### config.mk
export PLATFORM = sky130hd
export DESIGN_NAME = core_run_ctrl
export DESIGN_NICKNAME = d
export VERILOG_FILES = /design/src/rtl/core_run_ctrl.sv
export SDC_FILE = /design/constraint.sdc
export NUM_CORES = 1
export LEC_CHECK = 0
export ABC_CLOCK_PERIOD_IN_PS = 3300
export CORE_MARGIN = 2
export CORE_UTILIZATION = 35
export DETAILED_ROUTE_END_ITERATION = 6
export GPL_ROUTABILITY_DRIVEN = 0
export PLACE_DENSITY = 0.66
export SLEW_MARGIN = 40
export SYNTH_ARGS = -nofsm -noshare
export SYNTH_HDL_FRONTEND = slang
export SYNTH_SLANG_ARGS = --single-unit
### constraint.sdc
create_clock -name clk -period 3.3 [get_ports clk]
set_clock_uncertainty 0.2 [all_clocks]
set_input_delay 0.33 -clock clk [delete_from_list [all_inputs] [get_ports clk]]
set_output_delay 0.33 -clock clk [all_outputs]
set_load 0.1 [all_outputs]
### src/rtl/core_run_ctrl.sv
`default_nettype none
// ============================================================================
// Module      : core_run_ctrl
// Description : Run controller for the RV32I core. It sequences the core
//               reset, counts cycles and retired instructions, watches for a
//               tohost halt write and applies a cycle-budget watchdog.
// Revision    : 1.0  initial release
// ============================================================================
module core_run_ctrl #(
    parameter int                CNT_W       = 32,
    parameter int                ADDR_W      = 32,
    parameter int                DATA_W      = 32,
    parameter int                RST_HOLD    = 4,
    parameter int                TIMEOUT     = 12000,
    parameter logic [ADDR_W-1:0] TOHOST_ADDR = 32'h0000_1000
) (
    input  logic              clk,
    input  logic              reset,
    input  logic              start,
    input  logic              dmem_we,
    input  logic [ADDR_W-1:0] dmem_addr,
    input  logic [DATA_W-1:0] dmem_wdata,
    input  logic              retire,
    output logic              core_reset_n,
    output logic              running,
    output logic              done,
    output logic              pass,
    output logic              fail,
    output logic              timeout,
    output logic [DATA_W-2:0] fail_code,
    output logic [CNT_W-1:0]  cycles,
    output logic [CNT_W-1:0]  instret
);

    localparam int                HOLD_W      = (RST_HOLD > 1) ? $clog2(RST_HOLD) : 1;
    localparam logic [HOLD_W-1:0] c_HOLD_LOAD = HOLD_W'(RST_HOLD - 1);
    localparam logic [CNT_W-1:0]  c_TO_LAST   = CNT_W'(TIMEOUT - 1);
    localparam logic [CNT_W-1:0]  c_CNT_MAX   = '1;

    typedef enum logic [1:0] {
        S_IDLE = 2'd0,
        S_HOLD = 2'd1,
        S_RUN  = 2'd2,
        S_DONE = 2'd3
    } state_t;

    state_t              r_state;
    state_t              w_next;
    logic                w_clear;
    logic                w_halt;
    logic                w_wdog;
    logic [HOLD_W-1:0]   r_hold_cnt;
    logic                r_core_reset_n;
    logic                r_running;
    logic                r_done;
    logic                r_pass;
    logic                r_fail;
    logic                r_timeout;
    logic [DATA_W-2:0]   r_fail_code;
    logic [CNT_W-1:0]    r_cycles;
    logic [CNT_W-1:0]    r_instret;

    assign w_halt = dmem_we && (dmem_addr == TOHOST_ADDR) && (dmem_wdata != '0);
    assign w_wdog = (r_cycles == c_TO_LAST);

    always_comb begin
        w_next  = r_state;
        w_clear = 1'b0;
        case (r_state)
            S_IDLE: begin
                if (start) begin
                    w_next  = S_HOLD;
                    w_clear = 1'b1;
                end
            end
            S_HOLD: begin
                if (r_hold_cnt == '0) begin
                    w_next = S_RUN;
                end
            end
            S_RUN: begin
                if (w_halt || w_wdog) begin
                    w_next = S_DONE;
                end
            end
            S_DONE: begin
                if (start) begin
                    w_next  = S_HOLD;
                    w_clear = 1'b1;
                end
            end
            default: w_next = S_IDLE;
        endcase
    end

    // Level outputs are derived from the next state so they line up with it.
    always_ff @(posedge clk) begin
        if (reset) begin
            r_state        <= S_IDLE;
            r_hold_cnt     <= '0;
            r_core_reset_n <= 1'b0;
            r_running      <= 1'b0;
            r_done         <= 1'b0;
            r_pass         <= 1'b0;
            r_fail         <= 1'b0;
            r_timeout      <= 1'b0;
            r_fail_code    <= '0;
            r_cycles       <= '0;
            r_instret      <= '0;
        end else begin
            r_state        <= w_next;
            r_core_reset_n <= (w_next == S_RUN);
            r_running      <= (w_next == S_RUN);
            r_done         <= (w_next == S_DONE);
            if (w_clear) begin
                r_hold_cnt  <= c_HOLD_LOAD;
                r_pass      <= 1'b0;
                r_fail      <= 1'b0;
                r_timeout   <= 1'b0;
                r_fail_code <= '0;
                r_cycles    <= '0;
                r_instret   <= '0;
            end else if (r_state == S_HOLD) begin
                if (r_hold_cnt != '0) begin
                    r_hold_cnt <= r_hold_cnt - 1'b1;
                end
            end else if (r_state == S_RUN) begin
                if (r_cycles != c_CNT_MAX) begin
                    r_cycles <= r_cycles + 1'b1;
                end
                if (retire && (r_instret != c_CNT_MAX)) begin
                    r_instret <= r_instret + 1'b1;
                end
                // A halt write wins over a watchdog expiry in the same cycle.
                if (w_halt) begin
                    if (dmem_wdata == DATA_W'(1)) begin
                        r_pass <= 1'b1;
                    end else begin
                        r_fail      <= 1'b1;
                        r_fail_code <= dmem_wdata[DATA_W-1:1];
                    end
                end else if (w_wdog) begin
                    r_timeout <= 1'b1;
                end
            end
        end
    end

    assign core_reset_n = r_core_reset_n;
    assign running      = r_running;
    assign done         = r_done;
    assign pass         = r_pass;
    assign fail         = r_fail;
    assign timeout      = r_timeout;
    assign fail_code    = r_fail_code;
    assign cycles       = r_cycles;
    assign instret      = r_instret;

endmodule
`default_nettype wire

==> out/qor.yml, run 1 <==
grt_usage_pct: 18.9
multiInputGateArea_sq_mm: 0.00287
power.density_mw_per_mm2: 384
fmax_ghz: 0.398
synth_top_family_by_area: "simple AND/OR/NAND/NOR gates"
area_delta_synth_final_pct: 33.7
min_path_cells: 2
ys_ff_latch: 104
synth_ff_type: "dfxtp_1"
synth_cell_types: 62
finalCriticalPeriod_ns: 2.51
first_iter_violations: 336
synth_edf_count: 0
cts.sinks: 104
power_mw: 2.67
drt_first_pass_iters: 5
placed_cell_area_sq_mm: 0.00665
grt-ovfl-total: 0
irDropWorstVdd_mv: 0.256
rows: 44
coreArea_sq_mm: 0.0145
fin_util_pct: 47.8
syn-num-nets: 702
r2r-end: "cycles[25]$_SDFFE_PP0P_"
portBuffers: 169
leakage_nw: 2.54
clockBufferDepth: 2
cts_root_buf: "clkbuf_16"
r2r_start: "cycles[0]$_SDFFE_PP0P_"
ios: 170
seq_area_sq_mm: 0.00208
cts_tree: "built"
report.final.hold_viol_count: 0
grt_pass1_wl_microns: 24500
slowest_stage: "or4_4"
whs_endpoint: "fail_code[25]$_SDFFE_PP0P_"
dp.cells: 954
die_x_microns: 126
antenna_cells: 0
hp-class: "reg2reg"
synth_compound_area_share_pct: 20.4
die_area_sq_mm: 0.0158
fillers: 1445
clock_latency_ns: 0.35
yosysSeqAreaShare_pct: 40.1
syn_area_per_cell_sq_um: 8.27
yosysWarnings: 0
drv_slew: 0
fp.dieH_microns: 126
status: "completed"
final_common_cell: "dfxtp_1"
grt_max_degree: 34
rsz0062_at_grt: "no"
hp-start: "fail_code[25]$_SDFFE_PP0P_"
worstSetupPathType: "in2reg"
rrSetupSlack_ns: 0.82
critical_path.top_delay_family: "simple AND/OR/NAND/NOR gates"
drt_drc_violations_left: 0
synthMuxAreaShare_pct: 0.193
dp_hpwl_microns: 11700
path_depth: 6
final_cells: 970
antenna_found_initial: 0
vias_per_cell: 5.55
crit_required_ns: 3.33
setup_viol: 0
rr_worst_depth: 6
grt_pass1_vias: 4890
h-tree-depth: 3
cpPeakStageDelay_ns: 0.78
layout_common_cells: "dfxtp_1, buf_4, a21oi_1"
num_vias: 5380
async_reset_ff_share_pct: 0
syn_inst: 628
numCtsBuffers: 9
final_antenna_net_count: 0
holdBufCountCts: 0
fin_crit_sh_pct: 76.2
worst_pin_slew_ns: 0.642
syn_area_sq_mm: 0.00519
finalNetCount: 855
start_util_pct: 35.7
avgRoutedWirePerCell_microns: 16.3
post_cts_buffers: 0
synthSimpleGateAreaFrac_pct: 30.1
worstSetupStartpointType: "primary input"
cts_resized: 0
end_kind: "register"
relSlewSlack_pct: 57.2
tns_ns: 0
cp.arrival_ns: 2.54
finalWirelength_microns: 15900
path_clk_slew_ns: 0.07
worstPathMaxFanout: 31
drive_gt1_share_pct: 19.6
path_buf_inv: 1
critPathLaunch: "dmem_addr[0]"
drv_cap: 0
synth-xor-area-share_pct: 3.04
synthAdderAreaFrac_pct: 1.21
design_area_sq_mm: 0.00694
crit_chain: "clkdlybuf4s50_1 > nor4b_1 > nand4_1 > or4_4 > o21ai_0 > a21oi_1"
## how the worst max path moves through the flow
stage	to	slack [ns]
6_report	fail_code[30]$_SDFFE_PP0P_	0.79
3_5_place_dp	fail_code[30]$_SDFFE_PP0P_	0.43
2_1_floorplan	cycles[25]$_SDFFE_PP0P_	0.43
5_1_grt	cycles[15]$_SDFFE_PP0P_	0.59
4_1_cts	cycles[25]$_SDFFE_PP0P_	0.77
3_3_place_gp	fail_code[30]$_SDFFE_PP0P_	0.48
## per-stage QoR
step	hold WS (ns)	setup WS (ns)
2_1_floorplan	0.199	0.425
3_3_place_gp	0.259	0.479
3_5_place_dp	0.264	0.429
4_1_cts	0.275	0.772
5_1_grt	0.295	0.591
6_report	0.274	0.787
## cells by family (layout without fill, tap and decap cells)
family                   after synthesis  after routing
AO/OA/AOI/OAI                        177            177
XOR/XNOR                              18             18
adder cells (fa/ha/maj)                5              5
buffers and inverters                 50            208
flip-flops                           104            104
multiplexers                           1              1
AND/OR/NAND/NOR                      273            273
## tightest hold or removal path: cells and delay by family (launching register included)
| family | cells | cell delay [ns] |
|---|---|---|
| flops | 1 | 0.31 |
| compound gates | 2 | 0.12 |
## power breakdown
group          switching (mW)  internal (mW)
logic                   0.186          0.134
clock network           0.485          0.585
registers             0.00972           1.27
## cell usage after synthesis, drive strengths merged (17+ instances only)
master	count	share of area, %
nand3	50	4.9
xnor2	17	2.9
nand2	47	3.4
nor2	42	3.0
o21ai	64	6.2
or3	30	3.6
dfxtp	104	40
nor4	23	3.3
buf	18	2.4
nand4	20	3.1
clkbuf	19	1.6
a21oi	69	6.7
## layer usage
metal,global-route usage [%],part of all wire [%]
met4,5.04,1.6
met5,0,0
met2,32.7,50
met3,5.23,5.2
met1,23.2,44
## sequential cells by signal (all words and copies together), names as in the netlist
name        count
fail            1
running         1
instret        32
timeout         1
cycles         32
pass            1
r_hold_cnt      2
fail_code      31
r_state         2
done            1
## layout make-up
cell class                      count  share of cell area [%]
Timing Repair Buffer              179                    20.5
Multi-Input combinational cell    474                    41.4
Clock inverter                      6                   0.865
Inverter                           13                   0.703
Tap cell                          184                    3.32
Clock buffer                       10                    3.30
Sequential cell                   104                    30.0
Power figures use the tool's default switching activity.
==> run 2: changes to the inputs <==
--- a/config.mk
+++ b/config.mk
@@ -5,12 +5,12 @@
 export SDC_FILE = /design/constraint.sdc
 export NUM_CORES = 1
 export LEC_CHECK = 0
-export ABC_CLOCK_PERIOD_IN_PS = 3300
+export ABC_CLOCK_PERIOD_IN_PS = 2000
 export CORE_MARGIN = 2
 export CORE_UTILIZATION = 35
 export DETAILED_ROUTE_END_ITERATION = 6
 export GPL_ROUTABILITY_DRIVEN = 0
-export PLACE_DENSITY = 0.66
+export PLACE_DENSITY = 0.68
 export SLEW_MARGIN = 40
 export SYNTH_ARGS = -nofsm -noshare
 export SYNTH_HDL_FRONTEND = slang
==> constraint.sdc (replaced) <==
create_clock -name clk -period 2 [get_ports clk]
set_clock_uncertainty 0.2 [all_clocks]
set_input_delay 0.2 -clock clk [delete_from_list [all_inputs] [get_ports clk]]
set_output_delay 0.2 -clock clk [all_outputs]
set_load 0.1 [all_outputs]
==> run 2 against run 1 <==
  * Sequential share of layout area fell by 3.8 points
  * First-iteration DRC count rose by 15%
  * Via count rose by 12%
  * Clock power rose by 64%
  * Power rose by 70%
  * Worst hold slack got worse by 0.038 ns
  * The flow now finishes with violations (setup timing)
==> out/qor.yml, run 2 (synthesized netlist as in run 1, its figures left out) <==
die_area_sq_mm: 0.0158
num_vias: 6024
crit_chain: "ha_4 > and4_4 > and2_4 > a311o_2 > buf_4 > o21ai_0 > a21oi_2"
setup_viol: 20
cts_tree: "built"
violations: "setup timing"
die_x_microns: 126
first_iter_violations: 386
power.density_mw_per_mm2: 514
final_common_cell: "buf_4"
dp_slack_ns: -0.466
dp_hpwl_microns: 12600
worst_pin_slew_ns: 0.506
drt_first_pass_iters: 5
p_int_mw: 3.24
h-tree-depth: 3
worstSetupStartpointType: "register"
start_util_pct: 35.7
worst_slack_ns: -0.0952
cp.arrival_ns: 2.14
status: "finished, violations left"
fp.dieH_microns: 126
rows: 44
coreArea_sq_mm: 0.0145
clock_power_share_pct: 38.7
switching_share_pct: 28.5
fin_crit_sh_pct: 105
drt_drc_violations_left: 0
grt_max_degree: 34
portBuffers: 169
path_clk_slew_ns: 0.08
clock_latency_ns: 0.36
p_sw_mw: 1.29
design_area_sq_mm: 0.00882
avgRoutedWirePerCell_microns: 17.6
numCtsBuffers: 9
grt_usage_pct: 21.6
power_frac_comb_pct: 16.6
area_delta_synth_final_pct: 69.9
critical_path.top_delay_family: "compound AO/OA/AOI/OAI gates"
cpPeakStageDelay_ns: 0.46
fin_util_pct: 60.7
layout_common_cells: "buf_4, dfxtp_4, a21oi_1"
drive_gt1_share_pct: 47.1
irDropWorstVdd_mv: 0.453
antenna_found_initial: 0
clockBufferDepth: 2
seqPwrFrac_pct: 44.7
hp-class: "in2reg"
final_cells: 1071
cts.sinks: 104
rsz0062_at_grt: "yes"
drv_cap: 0
finalNetCount: 956
grt_pass1_vias: 5752
path_buf_inv: 1
multiInputGateArea_sq_mm: 0.00348
report.final.hold_viol_count: 0
cts_root_buf: "clkbuf_16"
finalWirelength_microns: 18800
dp.cells: 1025
worstPathMaxFanout: 6
grt-ovfl-total: 0
grt_pass1_wl_microns: 28200
worstSetupPathType: "reg2reg"
relSlewSlack_pct: 66.0
slowest_stage: "a311o_2"
end_kind: "register"
fmax_ghz: 0.477
tns_ns: -0.566
seq_area_sq_mm: 0.00231
leakage_nw: 3.43
antenna_cells: 0
fillers: 1238
placed_cell_area_sq_mm: 0.00765
finalCriticalPeriod_ns: 2.10
final_antenna_net_count: 0
vias_per_cell: 5.62
drv_slew: 0
crit_required_ns: 2.05
ios: 170
## run 2: final timing paths
check                          endpoint                  startpoint  slack (ns)  cells after the start
max            instret[31]$_SDFFE_PP0P_     instret[1]$_SDFFE_PP0P_        -0.1                      7
min          fail_code[28]$_SDFFE_PP0P_              dmem_wdata[29]        0.24                      3
max reg2reg    instret[31]$_SDFFE_PP0P_     instret[1]$_SDFFE_PP0P_        -0.1                      7
min reg2reg  fail_code[17]$_SDFFE_PP0P_  fail_code[17]$_SDFFE_PP0P_        0.27                      2
## run 2: what timing repair did
action,in CTS,in global routing
setup buffers,13,13
pin swaps,32,78
setup endpoints to repair,77,85
hold buffers,0,0
gates resized for setup,45,107
endpoints found under the hold margin,0,0
gates cloned,6,2
## run 2: per-stage QoR
step | hold slack, ns | power, mW
after CTS | 0.223 | 4.50
after global routing | 0.245 | 4.70
after floorplan | 0.0650 | 2.39
final | 0.236 | 4.53
after global placement | 0.251 | 2.68
after detailed placement | 0.263 | 2.70
## run 2: final cells by class
cell class	count	area share, %
Multi-Input combinational cell	478	39.5
Timing Repair Buffer	276	27.9
Sequential cell	104	26.2
Tap cell	184	2.61
Clock buffer	9	2.55
Clock inverter	7	0.695
Inverter	13	0.582
## run 2: tightest hold or removal path: stages
cell             delay, ns
clkdlybuf4s50_1       0.42
nand2_1               0.07
a21oi_1               0.06
## run 2: power by group through the flow
stage          clock, mW  combinational (mW)  sequential [mW]
2_1_floorplan          0               0.271             2.11
3_3_place_gp           0               0.608             2.07
3_5_place_dp           0               0.620             2.08
4_1_cts             1.80               0.666             2.03
5_1_grt             1.87               0.795             2.03
6_report            1.75               0.751             2.03
## run 2: metal layers
layer | track usage (%) | vias to the layer above | share of wire (%)
met5 | 0 | - | 0
met4 | 6.79 | 0 | 2.3
met3 | 5.99 | 36 | 6.8
met2 | 36.8 | 217 | 49
met1 | 26.6 | 2883 | 41
li1 | - | 2888 | -
